$ cat config.mk
export PLATFORM = sky130hd
export DESIGN_NAME = feature_access_arbiter
export DESIGN_NICKNAME = d
export VERILOG_FILES = /design/src/rtl/feature_access_pkg.sv /design/src/rtl/feature_access_arbiter_rr.sv /design/src/rtl/feature_access_arbiter.sv
export SDC_FILE = /design/constraint.sdc
export NUM_CORES = 1
export LEC_CHECK = 0
export CORE_ASPECT_RATIO = 1.25
export CORE_UTILIZATION = 25
export DETAILED_ROUTE_END_ITERATION = 7
export SETUP_SLACK_MARGIN = 0.3
export SLEW_MARGIN = 20
export SYNTH_ARGS = -nofsm -noshare
export SYNTH_HDL_FRONTEND = slang
export SYNTH_HIERARCHICAL = 1
export SYNTH_SLANG_ARGS = --single-unit
$ cat constraint.sdc
create_clock -name clk -period 3.4 [get_ports clk]
set_input_delay 0.51 -clock clk [delete_from_list [all_inputs] [get_ports clk]]
set_output_delay 0.51 -clock clk [all_outputs]
set_load 0.01 [all_outputs]
$ cat src/rtl/feature_access_pkg.sv
// Shared types and request-classification helpers for the feature access arbiter.
package feature_access_pkg;

  typedef enum logic {
    ST_IDLE   = 1'b0,
    ST_ACTIVE = 1'b1
  } chan_state_e;

  localparam int unsigned FEAT_NONE = 0;
  localparam int unsigned FEAT_RSVD = '1;

  // The reserved code is all-ones at the actual feature-code width.
  function automatic logic req_invalid(input int unsigned user,
                                       input int unsigned feat,
                                       input int unsigned fw);
    return (user == 0) || (feat == FEAT_NONE) || (feat == (FEAT_RSVD >> (32 - fw)));
  endfunction

  function automatic logic req_permitted(input int unsigned user,
                                         input int unsigned feat,
                                         input int unsigned fw,
                                         input logic        busy);
    return !req_invalid(user, feat, fw) && !busy;
  endfunction

endpackage

$ cat src/rtl/feature_access_arbiter_rr.sv
// Round-robin picker: first eligible channel at or after ptr, one-hot result.
module rr_arbiter #(
  parameter int unsigned NCH = 2,
  parameter int unsigned PW  = $clog2(NCH)
) (
  input  logic [NCH-1:0] i_eligible,
  input  logic [PW-1:0]  i_ptr,
  output logic [NCH-1:0] o_winner
);

  logic          w_found;
  logic [PW-1:0] w_idx;

  always_comb begin
    o_winner = '0;
    w_found  = 1'b0;
    w_idx    = '0;
    for (int unsigned k = 0; k < NCH; k++) begin
      w_idx = PW'((32'(i_ptr) + k) % NCH);
      if (!w_found && i_eligible[w_idx]) begin
        o_winner[w_idx] = 1'b1;
        w_found         = 1'b1;
      end
    end
  end

endmodule

$ cat src/rtl/feature_access_arbiter.sv
// Per-channel session FSMs sharing a feature pool, one acceptance per cycle
// chosen round-robin; invalid requests are accepted and answered with a deny.
module feature_access_arbiter
  import feature_access_pkg::*;
#(
  parameter int unsigned NCH  = 2,
  parameter int unsigned UW   = 3,
  parameter int unsigned FW   = 3,
  parameter int unsigned HOLD = 16
) (
  input  logic                clk,
  input  logic                rst,
  input  logic [NCH-1:0]      req_valid,
  input  logic [NCH*UW-1:0]   req_user,
  input  logic [NCH*FW-1:0]   req_feat,
  output logic [NCH-1:0]      req_ready,
  input  logic [NCH-1:0]      rel,
  output logic [NCH-1:0]      grant,
  output logic [NCH-1:0]      deny,
  output logic [2**FW-1:0]    feat_busy,
  output logic [UW-1:0]       disp_user,
  output logic                disp_valid
);

  localparam int unsigned NF = 2**FW;
  localparam int unsigned PW = $clog2(NCH);
  localparam int unsigned CW = $clog2(HOLD);

  chan_state_e      r_state     [NCH];
  chan_state_e      w_state_nxt [NCH];
  logic [CW-1:0]    r_cnt       [NCH];
  logic [FW-1:0]    r_feat      [NCH];
  logic [UW-1:0]    w_user      [NCH];
  logic [FW-1:0]    w_fcode     [NCH];
  logic [NCH-1:0]   r_deny;
  logic [NCH-1:0]   w_invalid;
  logic [NCH-1:0]   w_elig;
  logic [NCH-1:0]   w_win;
  logic [NCH-1:0]   w_grant;
  logic [NF-1:0]    w_feat_busy;
  logic [PW-1:0]    r_ptr;
  logic [PW-1:0]    w_win_idx;
  logic [UW-1:0]    r_disp_user;

  for (genvar i = 0; i < NCH; i++) begin : g_ch
    assign w_user[i]    = req_user[i*UW +: UW];
    assign w_fcode[i]   = req_feat[i*FW +: FW];
    assign w_invalid[i] = req_invalid(32'(w_user[i]), 32'(w_fcode[i]), FW);
    // Busy-feature requests stay ineligible so they wait instead of being denied.
    assign w_elig[i]    = !rst && req_valid[i] && (r_state[i] == ST_IDLE) &&
                          (w_invalid[i] ||
                           req_permitted(32'(w_user[i]), 32'(w_fcode[i]), FW,
                                         w_feat_busy[w_fcode[i]]));
  end

  rr_arbiter #(.NCH(NCH), .PW(PW)) u_rr (
    .i_eligible (w_elig),
    .i_ptr      (r_ptr),
    .o_winner   (w_win)
  );

  always_ff @(posedge clk) begin
    for (int unsigned i = 0; i < NCH; i++) begin
      if (rst) r_state[i] <= ST_IDLE;
      else     r_state[i] <= w_state_nxt[i];
    end
  end

  always_comb begin
    for (int unsigned i = 0; i < NCH; i++) begin
      w_state_nxt[i] = r_state[i];
      case (r_state[i])
        ST_IDLE:   if (w_win[i] && !w_invalid[i]) w_state_nxt[i] = ST_ACTIVE;
        ST_ACTIVE: if (rel[i] || (r_cnt[i] == CW'(HOLD - 1))) w_state_nxt[i] = ST_IDLE;
        default:   w_state_nxt[i] = ST_IDLE;
      endcase
    end
  end

  always_comb begin
    w_grant     = '0;
    w_feat_busy = '0;
    for (int unsigned i = 0; i < NCH; i++) begin
      if (r_state[i] == ST_ACTIVE) begin
        w_grant[i]             = 1'b1;
        w_feat_busy[r_feat[i]] = 1'b1;
      end
    end
  end

  always_ff @(posedge clk) begin
    for (int unsigned i = 0; i < NCH; i++) begin
      if (rst) begin
        r_cnt[i]  <= '0;
        r_feat[i] <= '0;
        r_deny[i] <= 1'b0;
      end else begin
        r_deny[i] <= w_win[i] && w_invalid[i];
        if (r_state[i] == ST_IDLE && w_win[i] && !w_invalid[i]) begin
          r_cnt[i]  <= '0;
          r_feat[i] <= w_fcode[i];
        end else if (r_state[i] == ST_ACTIVE) begin
          r_cnt[i] <= (w_state_nxt[i] == ST_IDLE) ? '0 : r_cnt[i] + CW'(1);
        end
      end
    end
  end

  always_comb begin
    w_win_idx = '0;
    for (int unsigned i = 0; i < NCH; i++) begin
      if (w_win[i]) w_win_idx = PW'(i);
    end
  end

  always_ff @(posedge clk) begin
    if (rst) begin
      r_ptr       <= '0;
      r_disp_user <= '0;
    end else begin
      if (|w_win) r_ptr <= (w_win_idx == PW'(NCH - 1)) ? '0 : w_win_idx + PW'(1);
      for (int unsigned i = 0; i < NCH; i++) begin
        if (w_win[i] && !w_invalid[i]) r_disp_user <= w_user[i];
      end
    end
  end

  assign req_ready  = w_win;
  assign grant      = w_grant;
  assign deny       = r_deny;
  assign feat_busy  = w_feat_busy;
  assign disp_user  = r_disp_user;
  assign disp_valid = |w_grant;

endmodule

Yosys cells after proc, flatten, opt, wreduce, memory -nomap -nowiden. Memory sizes are Yosys's and may differ from the RTL's. Cells that the tools add are included.

Add/sub/neg operators: 4. $lt $le $gt $ge: 10. Eq/ne operators: 4. Mux-type cells: 58. Bitwise logic cells: 12. Reductions and logical operators: 42.

Operator list (count): 2-to-1 mux 1 bit (36); 2-to-1 mux 4 bit (6); logical AND 1 bit (21); less-than comparator 3 x 4 -> 1 bit, second input constant (4); 2-to-1 mux 8 bit (2); zero test 3 bit (4); 2-to-1 mux 3 bit (4); adder 4 x 1 -> 4 bit, second input constant (2); == test 4 bit, second input constant (2); logical OR 1 bit (8); bitwise OR 1 bit (8); bitwise OR 8 bit (1); binary-select mux 1 bit (select 3 bit) (2); demux 1 bit (select 3 bit) (2); == test 3 bit, second input constant (2); greater-or-equal comparator 3 x 1 -> 1 bit, second input constant (2); zero test 1 bit (6); less-than comparator 1 x 2 -> 1 bit, second input constant (2); 2-to-1 mux 2 bit (2); one-hot mux 1 bit (2 select lines) (2); OR reduction 2 bit (2); adder 1 bit, second input constant (2); demux 1 bit (select 1 bit) (2); greater-or-equal comparator 1 bit, second input constant (2); other kinds (3) (4).

Flip-flop bits (word level): 6. RAM bits: 16. Input port bits: 18. Output and inout bits: 18. Logic and storage cells: 136. Memories: 3.

Memory list: r_cnt (depth 2, width 4, rd ports 2, clocked after memory_dff 0, wr ports 2, RTL line feature_access_arbiter.sv:31) `logic [CW-1:0] r_cnt [NCH];`; r_feat (depth 2, width 3, rd ports 2, clocked after memory_dff 0, wr ports 2, RTL line feature_access_arbiter.sv:32) `logic [FW-1:0] r_feat [NCH];`; r_state (depth 2, width 1, rd ports 2, clocked after memory_dff 0, wr ports 2, RTL line feature_access_arbiter.sv:29) `chan_state_e r_state [NCH];`.

Longest topological paths before layout. Gate-level depths: netlist of the first run.

Depth in word-level cells: 26. Depth in mapped cells: 11.

Hierarchy. The synthesis of the first run kept the hierarchy.

By module, submodules not included: feature_access_arbiter (instances 1, cells each 152, area each 1433.9 µm², sequential area each 580.6 µm²); rr_arbiter (instances 1, cells each 3, area each 18.8 µm², sequential area each 0.0 µm²).

Worst setup path before layout of the first run. Ideal clock, no wire load.

Path kind: register -> register. Start: mem r_feat[0][2]. End: mem r_feat[0][0], enable pin. Library setup time: 0.327 ns. Data arrival time: 2.624 ns. Required time: 3.073 ns. Setup slack: 0.450 ns. Cell stages (with the launch flop): 9. Buffers on the path: 0. Period minus slack after synthesis: 2.950 ns. Cells stage by stage: edfxtp_1 > or3b_1 > o32ai_2 > o211ai_1 > a211oi_1 > nor4_1 > a21boi_0 > nand2_8 > o21bai_1.

RTL lines (RTL line): start: declaration (feature_access_arbiter.sv:32).

==> impl_metrics.toml, run 1 <==
[die]
die_w_microns = 70.2
io-pin-count = 36
die_area_sq_um = 6120
initial_core_util = 0.263
die_y_microns = 87.2
core.rowCount = 30
core-area_sq_um = 5520

[finish]
nets = 214
final_cell_mix = "32 x clkdlybuf4s50_1, 17 x nor2_1, 14 x edfxtp_1"
antenna_cells = 0
area_growth_pct = 35.8
final_common_cell = "clkdlybuf4s50_1"
drive_gt1_frac = 0.119

[route]
drt-total-wl_microns = 3510
ant_nets = 0
via_per_inst = 5.14
first_pass_iters = 4
vias = 1321
wire_per_inst_microns = 13.7
drt-initial-drc-count = 52
drc = 0

[place]
place_congestion = 0.792
dp_hpwl_microns = 2780
portBuffers = 35

[logic_synthesis]
ys_seq_elements = 22
ys_warn_count = 6
seq_area_frac_synth = 0.400
syn-num-nets = 175
synth_top_area_share = 0.289
ys_top_cells_by_area = "edfxtp_1 29%, dfxtp_1 11%, nor2_1 4.4%"
synth_edf_count = 14
postSynthCellCount = 155
synth_cell_types = 49
synth_top_cell_by_area = "edfxtp_1"
syn_avg_cell_area_sq_um = 9.37
synth_top_flop_cell = "edfxtp_1"
async_flop_share = 0
syn_area_sq_um = 1450

[global_routing]
grt_pass1_vias = 1280
gr-total-overflow = 0
grt_max_degree = 14
grt_util_met3 = 0.0266
antenna_found_initial = 0
grt_usage = 0.123
met2_usage = 0.196
grt_pass1_wl_microns = 5960
met1_usage = 0.160
grt_busiest_layer = "met2"

[setup_path]
r2r_start = "r_feat[0][1]"
critPathSlowestCell = "or3b_1"
cp.required_ns = 2.89
cp_num_buf_inv = 1
regToRegSetupSlack_ns = 0.83
end_kind = "output port"
crit_family = "compound AO/OA/AOI/OAI gates"
crit_type = "register to output port"
crit_arrival_ns = 2.30
crit_path_max_incr_delay_ns = 0.46
rr_worst_depth = 9
cp_cell_sequence = "or3b_1, o32ai_4, o211ai_1, a211oi_1, nor4_1, a21boi_1, dlygate4sd2_1"
r2r-end = "r_feat[0][1]"
crit_path_max_fanout = 4
start_kind = "register"

[sta]
slew_headroom = 0.704
rsz0062_at_grt = "no"
max_slew.worst_pin.slew_ns = 0.443
hold_viol_final = 0
fmax_mhz = 356
tns_ns = 0
skew_ns = 0.000974
fin_crit_ns = 2.81
period_share = 0.826
drv_slew = 0
finalSetupViolCount = 0
hold_slack_ns = 0.516

[pwr]
totalPowerFinal_uw = 738
comb_power_share = 0.218
p_sw_uw = 191
seq_power_share = 0.443
internal-power_uw = 547
clockPowerShare = 0.339
power.density_nw_per_um2 = 374
swShare = 0.258
ir_drop_uv = 203
p_leak_uw = 0.000721

[cts]
ctsHoldBuffers = 0
clkTransAtPathRegs_ns = 0.08
cts_tree = "done"
clkLatencyLatePin_ns = 0.27
cts_max_level = 1
max-clock-path-buffers = 2
cts_root_buf = "clkbuf_8"
numCtsBuffers = 3
cts_sinks = 22

[worst_hold_path]
holdPathEnd = "r_ptr"
holdPathStages = 2
hp-start = "r_ptr"
min_path_type = "register to register"

[outcome]
status = "complete, no violations"

[job]
maxCapViolations = 0
==> per-layer routing <==
layer  wire (microns)  up-vias
met5                0        -
met4               74        0
met3              137        8
met2             1590       44
met1             1710      613
li1                 -      656
==> through the flow <==
stage | worst slack [ns] | utilization | cells | cell area, sq um
3_5_place_dp | 0.205 | 0.342 | 252 | 1890
6_report | 0.590 | 0.358 | 257 | 1970
4_1_cts | 0.573 | 0.358 | 257 | 1970
5_1_grt | 0.426 | 0.358 | 257 | 1970
3_3_place_gp | 0.233 | 0.342 | 252 | 1890
2_1_floorplan | 0.450 | - | 155 | 1450
==> Yosys cell counts, types with 4 or more instances <==
cell type,number
clkbuf_1,5
nor3_1,4
nand2b_1,4
dfxtp_1,8
nor2_1,17
o32ai_1,4
nand2_1,10
nor4_1,4
nand3_1,9
inv_1,8
or3_1,4
mux2i_1,5
and2_1,5
xor2_1,4
edfxtp_1,14
==> registers in the layout (all words and copies together) (netlist names) <==
signal	cells
deny	2
disp_user	3
r_cnt	8
r_feat	6
r_ptr	1
r_state	2
==> power by group through the flow <==
stage | registers (uW) | clock network, uW | logic, uW
2_1_floorplan | 330 | 0 | 91.5
3_3_place_gp | 333 | 0 | 159
3_5_place_dp | 333 | 0 | 159
4_1_cts | 327 | 254 | 162
5_1_grt | 331 | 265 | 175
6_report | 327 | 250 | 161
==> what timing repair did <==
action | in CTS | in global routing
setup endpoints to repair | 2 | 0
buffers inserted | 1 | 0
gates resized for setup | 7 | 0
==> worst register-to-register path, delay by kind of cell, from the launching register on <==
family / cells / cell delay (ns)
AOI/OAI and AO/OA: 5 / 1.04
and+or+nand+nor: 3 / 0.63
DFF: 1 / 0.42
buffers and inverters: 1 / 0.18
==> how the worst max path moves through the flow <==
stage / start / end / cells after the start
CTS: r_feat[0][1] / req_ready[0] / 7
detailed placement: req_feat[1] / req_ready[0] / 7
floorplan: r_feat[0][2] / r_feat[0][0] / 8
global route: r_feat[1][0] / req_ready[0] / 7
global placement: req_feat[1] / req_ready[0] / 7
finish: r_feat[0][1] / req_ready[0] / 7
==> logic make-up (layout without fill, tap and decap cells) <==
group | Yosys count | after routing | share of synthesized area
simple gates | 72 | 72 | 0.278
compound gates | 31 | 31 | 0.180
flops | 22 | 22 | 0.400
buf+inv | 18 | 56 | 0.0603
xor+xnor | 5 | 5 | 0.0301
mux | 5 | 5 | 0.0345
fa+ha+maj | 2 | 2 | 0.0172
==> area by class of cell <==
type / instances / area, sq um
Inverter: 8 / 30.0
Fill cell: 582 / 3540
Timing Repair Buffer: 44 / 414
Sequential cell: 22 / 582
Multi-Input combinational cell: 115 / 796
Tap cell: 64 / 80.1
Clock buffer: 3 / 41.3
Clock inverter: 1 / 30.0
Power figures use the tool's default switching activity.
==> inputs of run 2 (changes only) <==
==> constraint.sdc (replaced) <==
create_clock -name clk -period 2.73 [get_ports clk]
set_input_delay 0.4095 -clock clk [delete_from_list [all_inputs] [get_ports clk]]
set_output_delay 0.4095 -clock clk [all_outputs]
set_load 0.01 [all_outputs]
==> impl_metrics.toml, run 2 (synthesized netlist as in run 1, its figures left out) <==
[setup_path]
crit_path_max_incr_delay_ns = 0.49
start_kind = "register"
crit_arrival_ns = 2.17
cp_cell_sequence = "buf_6, nand2b_4, o22ai_2, o2111ai_2, a21oi_1, nor4_2, buf_4, a21boi_4, buf_2"
crit_path_max_fanout = 4
cp.required_ns = 2.32
end_kind = "output port"
crit_type = "register to output port"
critPathSlowestCell = "edfxtp_1"

[die]
die_y_microns = 87.2
core.rowCount = 30
initial_core_util = 0.263
die_w_microns = 70.2
io-pin-count = 36
die_area_sq_um = 6120
core-area_sq_um = 5520

[place]
portBuffers = 35
place_congestion = 0.783
dp_hpwl_microns = 3060

[global_routing]
gr-total-overflow = 0
grt_util_met3 = 0.0197
grt_pass1_vias = 1467
met1_usage = 0.162
grt_max_degree = 12
grt_usage = 0.143
antenna_found_initial = 0
grt_pass1_wl_microns = 6870
grt_busiest_layer = "met2"
met2_usage = 0.273

[finish]
fin_util = 0.445
nFillCells = 531
drive_gt1_frac = 0.384
largest_reg_flops = 8
largest_register = "r_cnt"
nets = 251
final_cell_mix = "37 x buf_4, 33 x clkdlybuf4s50_1, 14 x edfxtp_1"
final_common_cell = "buf_4"
area_growth_pct = 68.9
antenna_cells = 0

[pwr]
clockPowerShare = 0.223
totalPowerFinal_uw = 905
p_sw_uw = 263
internal-power_uw = 642
ir_drop_uv = 245
comb_power_share = 0.327
seq_power_share = 0.449
power.density_nw_per_um2 = 369
swShare = 0.291
p_leak_uw = 0.000940

[sta]
rsz0062_at_grt = "yes"
skew_ns = 0.00259
max_slew.worst_pin.slew_ns = 0.328
hold_viol_final = 0
fmax_mhz = 388
slew_headroom = 0.781
hold_slack_ns = 0.562
finalSetupViolCount = 0
fin_crit_ns = 2.58
drv_slew = 0
period_share = 0.944

[cts]
max-clock-path-buffers = 2
numCtsBuffers = 3
ctsHoldBuffers = 0
cts_root_buf = "clkbuf_8"
clkTransAtPathRegs_ns = 0.08
cts_max_level = 1
cts_tree = "done"
clkLatencyLatePin_ns = 0.26
cts_sinks = 22

[route]
drt-initial-drc-count = 52
first_pass_iters = 4
drc = 0
vias = 1470
drt-total-wl_microns = 4150
via_per_inst = 5.02
ant_nets = 0
wire_per_inst_microns = 14.2

[worst_hold_path]
min_path_type = "register to register"

[job]
maxCapViolations = 0

[outcome]
status = "complete, no violations"
## run 2: final timing paths
check / startpoint / slack [ns] / endpoint / cells past startpoint
max reg2reg: r_feat[0][0] / 0.20 / r_feat[1][1] / 12
max: r_feat[0][0] / 0.15 / req_ready[0] / 9
min reg2reg: r_ptr / 0.56 / r_ptr / 2
min: r_ptr / 0.56 / r_ptr / 2
## run 2: per-stage QoR
| step | setup WS, ns | TNS [ns] | instance area, sq um | cells |
|---|---|---|---|---|
| 2_1_floorplan | 0.251 | 0 | 1520 | 155 |
| 3_3_place_gp | -0.179 | -0.849 | 2150 | 279 |
| 5_1_grt | 0.0582 | 0 | 2450 | 293 |
| 3_5_place_dp | -0.205 | -1.28 | 2150 | 279 |
| 4_1_cts | 0.176 | 0 | 2420 | 291 |
| 6_report | 0.153 | 0 | 2450 | 293 |
## run 2: power groups by stage
stage,combinational (uW),sequential (uW),clock (uW)
after floorplan,127,413,0
after global placement,245,412,0
after detailed placement,248,413,0
after CTS,290,406,211
after global routing,319,410,221
final,296,406,202
## run 2: worst max-delay path: cells and delay by family (launching register included)
| kind | cells | cell delay [ns] |
|---|---|---|
| flip-flops | 1 | 0.49 |
| AO/OA/AOI/OAI | 4 | 0.72 |
| AND/OR/NAND/NOR | 2 | 0.23 |
| buffers and inverters | 3 | 0.47 |
## run 2: cell type report
class                   count  area, sq um  share of cell area
clock buffers               3         41.3              0.0168
well taps                  64         80.1              0.0326
repair buffers             81          726               0.296
inverters                   8         32.5              0.0133
multi-input cells         115          991               0.404
flip-flops and latches     22          583               0.238
## run 2: metal layers
| metal | up-vias | routed length, microns |
|---|---|---|
| met5 | - | 0 |
| met2 | 35 | 2200 |
| met1 | 696 | 1750 |
| met4 | 0 | 61 |
| li1 | 733 | - |
| met3 | 6 | 135 |
## run 2: what timing repair did
item	in CTS	in global routing
pin swaps	10	5
setup buffers	9	2
gates resized for setup	43	6
endpoints found under the setup margin	24	27
==> inputs of run 3 (changes only) <==
--- a/config.mk
+++ b/config.mk
@@ -5,8 +5,10 @@
 export SDC_FILE = /design/constraint.sdc
 export NUM_CORES = 1
 export LEC_CHECK = 0
+export ABC_AREA = 1
 export CORE_ASPECT_RATIO = 1.25
 export CORE_UTILIZATION = 25
+export CTS_BUF_LIST = sky130_fd_sc_hd__clkbuf_16
 export DETAILED_ROUTE_END_ITERATION = 7
 export SETUP_SLACK_MARGIN = 0.3
 export SLEW_MARGIN = 20
==> impl_metrics.toml, run 3 <==
[finish]
area_growth_pct = 50.9
largest_register = "r_cnt"
final_cell_mix = "51 x nand2_1, 32 x nor2_1, 31 x inv_1"
largest_reg_flops = 8
nets = 296
fin_util = 0.400
final_common_cell = "nand2_1"
drive_gt1_frac = 0.229
antenna_cells = 0

[cts]
cts_root_buf = "clkbuf_16"
clkTransAtPathRegs_ns = 0.06
ctsHoldBuffers = 0
cts_sinks = 22
cts_tree = "done"
clkLatencyLatePin_ns = 0.25
max-clock-path-buffers = 2
cts_max_level = 1
numCtsBuffers = 3

[logic_synthesis]
async_flop_share = 0
syn_area_sq_um = 1470
synth_top_flop_cell = "edfxtp_1"
synth_top_cell_by_area = "edfxtp_1"
ys_warn_count = 6
ys_top_cells_by_area = "edfxtp_1 29%, nand2_1 14%, dfxtp_1 11%"
synth_cell_types = 26
ys_seq_elements = 22
synth_top_area_share = 0.285
postSynthCellCount = 211
synth_edf_count = 14
syn-num-nets = 231
yosysMostFrequentCell = "nand2_1"
syn_avg_cell_area_sq_um = 6.98
synth_common_cells = "55 x nand2_1, 33 x nor2_1, 32 x inv_1"
seq_area_frac_synth = 0.394

[pwr]
seq_power_share = 0.437
clockPowerShare = 0.335
p_leak_uw = 0.00106
ir_drop_uv = 265
p_sw_uw = 232
internal-power_uw = 678
swShare = 0.255
power.density_nw_per_um2 = 409
comb_power_share = 0.229

[die]
core.rowCount = 30
die_w_microns = 70.6
die_y_microns = 87.8
die_area_sq_um = 6200
core-area_sq_um = 5560
io-pin-count = 36
initial_core_util = 0.265

[sta]
slew_headroom = 0.835
fin_crit_ns = 2.31
fmax_mhz = 432
rsz0062_at_grt = "yes"
drv_slew = 0
skew_ns = 0.00193
max_slew.worst_pin.slew_ns = 0.248
finalSetupViolCount = 0
hold_slack_ns = 0.463
final.setup.worst_slack_ns = 0.417
period_share = 0.847
hold_viol_final = 0

[setup_path]
cp.required_ns = 2.32
start_kind = "primary input"
cp_common_cell = "nand2_1"
critPathSlowestCell = "clkdlybuf4s50_1"
startpoint = "req_feat[2]"
cp_num_buf_inv = 4
crit_arrival_ns = 1.90
r2r_start = "r_feat[1][0]"
cp_cell_sequence = "clkdlybuf4s50_1, nand2_1, inv_1, nand2_1, nand3_1, inv_1, nand2_1, nor2_1, a21oi_2, a21boi_4, buf_2"
crit_path_max_incr_delay_ns = 0.48
end_kind = "output port"
crit_family = "buffers and inverters"
crit_type = "primary input to output port"
crit_path_max_fanout = 2

[global_routing]
grt_pass1_vias = 1424
gr-total-overflow = 0
grt_usage = 0.130
antenna_found_initial = 0
grt_max_degree = 13
grt_pass1_wl_microns = 6310

[route]
first_pass_iters = 6
via_per_inst = 4.52
drt-total-wl_microns = 3870
drc = 4
vias = 1532
wire_per_inst_microns = 11.4
drt-initial-drc-count = 51
ant_nets = 0

[place]
dp_hpwl_microns = 3140
place_congestion = 0.882
dp_slack_ns = -0.0879
portBuffers = 35

[worst_hold_path]
min_path_type = "register to register"
hp-start = "disp_user[0]"

[outcome]
status = "complete, but fails checks"
violations = "DRC"

[job]
maxCapViolations = 0
-- run 3: changes by cell type after synthesis, sizes merged, moves of 5 or more --
| cell | change |
|---|---|
| a211oi | -5 |
| inv | +27 |
| nand2 | +46 |
| a21oi | +6 |
| nand3 | +20 |
| mux2i | -5 |
| nor2 | +18 |
| o32ai | -6 |
| and2 | -5 |
-- run 3: worst min-delay path, delay by kind of cell (launching register included) --
kind            cells  cell delay (ns)
simple gates        1             0.06
flops               1             0.31
compound gates      1             0.05
-- run 3: final timing paths --
check / cells after the start / slack [ns] / to
worst max-delay path: 11 / 0.42 / req_ready[0]
worst min-delay path: 2 / 0.46 / disp_user[0]
worst max register to register: 14 / 0.47 / disp_user[0]
worst min register to register: 2 / 0.46 / disp_user[0]
-- run 3: logic make-up after synthesis --
| family | share of synthesized area |
|---|---|
| AND/OR/NAND/NOR | 0.403 |
| buffers and inverters | 0.107 |
| flip-flops | 0.394 |
| AO/OA/AOI/OAI | 0.0671 |
| XOR/XNOR | 0.0119 |
| adder cells (fa/ha/maj) | 0.0170 |
-- run 3: area by class of cell --
class	count	area (sq um)
inverters	35	131
clock buffers	3	75.1
multi-input cells	150	786
well taps	64	80.1
fillers	599	3330
clock inverters	1	3.75
flip-flops and latches	22	586
repair buffers	64	561
-- run 3: stage by stage --
| step | instances | TNS (ns) | total power [uW] | area (sq um) |
|---|---|---|---|---|
| 3_3_place_gp | 329 | -0.269 | 598 | 2050 |
| 6_report | 339 | 0 | 910 | 2220 |
| 2_1_floorplan | 211 | 0 | 498 | 1470 |
| 5_1_grt | 339 | 0 | 950 | 2220 |
| 3_5_place_dp | 329 | -0.179 | 600 | 2050 |
| 4_1_cts | 334 | 0 | 905 | 2130 |
-- run 3: per-layer routing --
layer / vias up / routed length, microns / global-route usage
met3: 4 / 183 / 0.0184
met4: 0 / 61 / 0.0491
li1: 804 / - / -
met1: 683 / 1780 / 0.157
met2: 41 / 1850 / 0.237
met5: - / 0 / 0
-- run 3: power by group through the flow --
stage	sequential [uW]	combinational, uW	clock (uW)
floorplan	401	97.6	0
global placement	403	195	0
detailed placement	404	196	0
CTS	397	197	311
global route	401	231	318
finish	397	208	304
-- run 3: repair_timing --
action,4_1_cts,5_1_grt
buffers inserted,1,5
endpoints found under the setup margin,9,18
pin swaps,0,2
resized for setup,11,19
==> edit 1: new RTL, settings of run 2 <==
The parameter `FW` goes from 3 to 4.
--- a/src/rtl/feature_access_arbiter.sv
+++ b/src/rtl/feature_access_arbiter.sv
@@ -6,5 +6,5 @@
   parameter int unsigned NCH  = 2,
   parameter int unsigned UW   = 3,
-  parameter int unsigned FW   = 3,
+  parameter int unsigned FW   = 4,
   parameter int unsigned HOLD = 16
 ) (
Ports: changed (resized feat_busy and req_feat); port bits go from 36 to 46. No check against the original RTL was run, so the function may have changed too.
==> edit 1 against run 2 <==
The flow now finishes with violations (setup timing); wire length rose by 64%; area after synthesis rose by 26%; first-iteration DRC count rose by 90%; total power rose by 34%; core utilization rose by 6.9 points; count of clock-buffer cells in the layout did not move; cell area rose by 47%; synthesized cell count rose by 35%; sequential cell count rose by 2; worst setup slack got worse by 0.30 ns; largest cell class unchanged.
==> edit 1: results (changes against run 2) <==
{| class="wikitable"
! Metric !! Value
|-
| Result of the run || complete, but fails checks
|-
| Violations in the final reports || setup timing
|-
| YS warnings || 6 (unchanged)
|-
| Largest clock skew in the final design || 0.00263 ns (+0.0000442 ns)
|-
| Total track usage || 18.0% (+3.7 points)
|-
| Number of global-route vias before repair || 2,283 (+56%)
|-
| Most used standard cells in the synthesized netlist || sky130_fd_sc_hd__nor2_1, sky130_fd_sc_hd__edfxtp_1, sky130_fd_sc_hd__nand2_1
|-
| TNS Setup || -2.41 ns (-2.41 ns)
|-
| Final number of setup-violating endpoints || 26 (+26)
|-
| Routed length per placed instance || 15.3 µm (+8.3%)
|-
| First-pass GRT wire length || 10,900 µm (+59%)
|-
| Critical-path top delay cell || sky130_fd_sc_hd__edfxtp_1
|-
| Cell depth of the worst flop-to-flop path || 13 (+1)
|-
| Synth cell types || 64 (+31%)
|-
| Biggest area contributors in the synthesized netlist || sky130_fd_sc_hd__edfxtp_1, sky130_fd_sc_hd__dfxtp_1, sky130_fd_sc_hd__nor2_1, sky130_fd_sc_hd__o22ai_1, sky130_fd_sc_hd__nand2_1
|-
| IO Port Bufs || 45 (+29%)
|-
| EDFF count, synth || 16 (+2)
|-
| Arrival time reported for the critical path endpoint || 2.47 ns (+0.30 ns)
|-
| Buffer type at the clock tree root || sky130_fd_sc_hd__clkbuf_8
|-
| Worst reg2reg path endpoint || disp_user[2]
|-
| Post-synth net total || 231 (+32%)
|-
| Post-route setup slack || -0.150 ns (-0.303 ns)
|-
| Number of violations reported at the end of detailed-routing iteration 0 || 99 (+90%)
|-
| Synth Area in Compound Gates || 21.1% (+3.1 points)
|-
| Clock-pin slew on the worst setup and hold paths || 0.09 ns
|-
| Longest individual stage delay on the worst path || 0.45 ns (-0.04 ns)
|-
| Worst IR Drop VDD || 465 µV (+90%)
|-
| Reported leakage power || 1.57 nW (+67%)
|-
| Number of filler instances in the final layout || 623 (+17%)
|-
| DP Wirelength || 4780 µm (+56%)
|-
| Sequential area share after synthesis || 34.9% (-5.0 points)
|-
| Worst slew pin tran || 0.452 ns (+0.124 ns)
|-
| Share of cell area taken by muxes after synthesis || 3.96% (+0.51 points)
|-
| Critical R2R Launch || r_feat[0][3]
|-
| Vias || 2,230 (+52%)
|-
| Number of nets in the final layout || 377 (+50%)
|-
| XOR/XNOR Fraction of Synth Area || 3.82% (+0.81 points)
|-
| Final weighted congestion in routability-driven placement || 0.942 (+20%)
|-
| Arithmetic-cell share of the synthesized area counting full adders, half adders and majority gates || 1.36% (-0.36 points)
|-
| Maximum number of pins on one net before global-route repair || 15 (+3)
|-
| Fraction of layout cells with a size suffix above 1 || 48.9% (+10 points)
|}
[edit 1: cell types whose count changed after synthesis, sizes merged, moves of 4 or more]
cell   delta
nand2     +4
nor2      +8
xnor2     +5
o22ai    +12
inv       +6
[edit 1: per-stage QoR]
stage,power (mW),cells,instance area [µm²],hold WS (ns),setup slack [ns]
floorplan,0.613,209,1900,0.494,-0.147
global placement,0.785,404,2930,0.511,-0.565
detailed placement,0.787,404,2930,0.509,-0.630
CTS,1.19,442,3510,0.525,-0.0503
global route,1.27,444,3600,0.554,-0.242
finish,1.21,444,3600,0.524,-0.150
[edit 1: area by class of cell]
cell class / instances / area, µm² / share of cell area [%]
clock buffer: 3 / 41.3 / 1.15
clock inverter: 1 / 30.0 / 0.833
inverter: 15 / 56.3 / 1.56
multi-input combinational: 157 / 1420 / 39.4
sequential: 24 / 642 / 17.8
tap: 90 / 113 / 3.12
timing repair buffer: 154 / 1300 / 36.1
[edit 1: how the worst min path moves through the flow]
| stage | slack (ns) | to | depth (start not counted) | start |
|---|---|---|---|---|
| floorplan | 0.49 | r_ptr | 2 | r_ptr |
| global placement | 0.51 | r_ptr | 2 | r_ptr |
| detailed placement | 0.51 | r_ptr | 2 | r_ptr |
| CTS | 0.52 | r_ptr | 2 | r_ptr |
| global route | 0.55 | r_ptr | 2 | r_ptr |
| finish | 0.52 | r_ptr | 2 | r_ptr |
[edit 1: repair_timing]
| item | 4_1_cts | 5_1_grt |
|---|---|---|
| endpoints found under the setup margin | 45 | 39 |
| hold buffers | 0 | 0 |
| gates cloned | 1 | 0 |
| gates resized for setup | 75 | 28 |
| setup buffers | 33 | 2 |
| hold endpoints to repair | 0 | 0 |
| pin swaps | 27 | 8 |
[edit 1: kinds of logic after synthesis]
| group | Yosys count |
|---|---|
| DFF | 24 |
| muxes | 6 |
| AOI/OAI and AO/OA | 49 |
| and+or+nand+nor | 92 |
| buffers and inverters | 28 |
| adders and majority gates | 2 |
| xor gates and xnor gates | 8 |
[edit 1: where the power goes]
| group | internal [mW] | switching (mW) |
|---|---|---|
| Clock | 0.196 | 0.118 |
| Combinational | 0.246 | 0.204 |
| Sequential | 0.421 | 0.0252 |
| Total | 0.863 | 0.347 |
[edit 1: per-layer routing]
layer	vias up	global-route usage (%)	wire length, µm
met5	-	0	0
met4	0	8.55	227
met3	20	2.24	243
met2	78	32.6	3600
met1	1047	20.5	2740
li1	1085	-	-
[edit 1: critical path, delay by kind of cell (launching register included)]
family	cells	cell delay, ns
AND/OR/NAND/NOR	1	0.25
AO/OA/AOI/OAI	4	0.79
flip-flops	1	0.45
buffers and inverters	5	0.72
==> edit 2: new RTL, settings of run 2 <==
Without the edit above. Reset style: asynchronous (`rst`), changed in one clocked block.
--- a/src/rtl/feature_access_arbiter.sv
+++ b/src/rtl/feature_access_arbiter.sv
@@ -114,5 +114,5 @@
   end
 
-  always_ff @(posedge clk) begin
+  always_ff @(posedge clk or posedge rst) begin
     if (rst) begin
       r_ptr       <= '0;
Behaviour: differs if rst is asserted again (counterexample within 4 cycles, from zero or initial values and one cycle with rst high); with rst held inactive, the same outputs for 10 cycles.
==> edit 2 against run 2 <==
Sequential power grew 3%; clock skew grew 0.0056 ns; worst setup slack lost 0.041 ns; first-iteration DRC count shrank 21%; total power grew 12%; area after synthesis shrank 11%; cell area shrank 2.7%; maximum frequency shrank 1.6%; sequential cell count is the same; wire length shrank 13%; cell count shrank 7.2%.
==> edit 2: results (changes against run 2) <==
{| class="wikitable"
! Metric !! Value
|-
| Min-delay src || r_ptr
|-
| GRT met1 Usage || 16.2% (+0.046 points)
|-
| First-pass DRT Iterations || 6 (+2)
|-
| Reported leakage power || 0.950 nW (+1.1%)
|-
| Biggest area contributors in the synthesized netlist || sky130_fd_sc_hd__edfxtp_1, sky130_fd_sc_hd__dfrtp_1, sky130_fd_sc_hd__dfxtp_1, sky130_fd_sc_hd__mux2i_1, sky130_fd_sc_hd__nor2_1
|-
| Power drawn by the sequential cells || 0.418 mW (+3%)
|-
| Total track usage || 13.6% (-0.76 points)
|-
| Syn_area_per_cell || 9.67 µm² (+3.2%)
|-
| Largest clock skew in the final design || 0.00815 ns (+0.00556 ns)
|-
| DP Wirelength || 2660 µm (-13%)
|-
| First-pass GRT wire length || 5580 µm (-19%)
|-
| Smallest hold slack || 0.594 ns (+0.0312 ns)
|-
| Post-cts resize count || 21 (-51%)
|-
| Post-route setup slack || 0.112 ns (-0.0407 ns)
|-
| Met3 wire length || 154 µm (+14%)
|-
| Maximum number of pins on one net before global-route repair || 14 (+2)
|-
| Fraction of power consumed by the clock network || 30.6% (+8.3 points)
|-
| Worst rel slew slack || 73.5% (-4.6 points)
|-
| Met3 track demand over resource in global routing || 1.92% (-0.045 points)
|-
| Synth cell types || 38 (-22%)
|-
| Final weighted congestion in routability-driven placement || 0.744 (-4.9%)
|-
| Number of global-route vias before repair || 1,309 (-11%)
|-
| Dpl cell area || 2010 µm² (-6.6%)
|-
| Result of the run || completed
|-
| Number of nets in the final layout || 233 (-7.2%)
|-
| M2 GR Usage || 24.7% (-2.6 points)
|-
| Vias per std cell || 4.68 (-6.6%)
|-
| Hold Crit Endpoint || r_ptr
|-
| Most used standard cells in the synthesized netlist || sky130_fd_sc_hd__nor2_1, sky130_fd_sc_hd__edfxtp_1, sky130_fd_sc_hd__nand2_1
|-
| Sequential area share after synthesis || 46.3% (+6.4 points)
|-
| Worst setup path start || r_feat[1][1]
|-
| Post-Route M1 WL || 1500 µm (-15%)
|}
[edit 2: cell count changes in the layout (fill, tap and decap cells not counted), sizes merged, moves of 3 or more]
| cell | run 2 | this run |
|---|---|---|
| dfrtp | 0 | 4 |
| a211oi | 5 | 1 |
| dfxtp | 8 | 4 |
| o2111ai | 3 | 0 |
| o32ai | 6 | 2 |
| o22ai | 2 | 6 |
| nor4 | 4 | 0 |
| inv | 8 | 4 |
| nand2b | 4 | 8 |
| buf | 48 | 45 |
[edit 2: cell type report]
class                      instances  area (µm²)
inverter                           4        15.0
clock buffer                       3        41.3
fill                             445        2480
multi-input combinational        104         923
clock inverter                     1        30.0
sequential                        22         603
tap                               60        75.1
timing repair buffer              78         701
[edit 2: cell families (layout without fill, tap and decap cells)]
kind of cell	count (synthesis)	after routing	share of synthesized area, %
adders and majority gates	2	2	1.93
muxes	8	8	7.14
AOI/OAI and AO/OA	22	22	11.2
DFF	22	22	46.3
buffers and inverters	8	86	3.47
xor gates and xnor gates	4	4	2.70
and+or+nand+nor	68	68	27.2
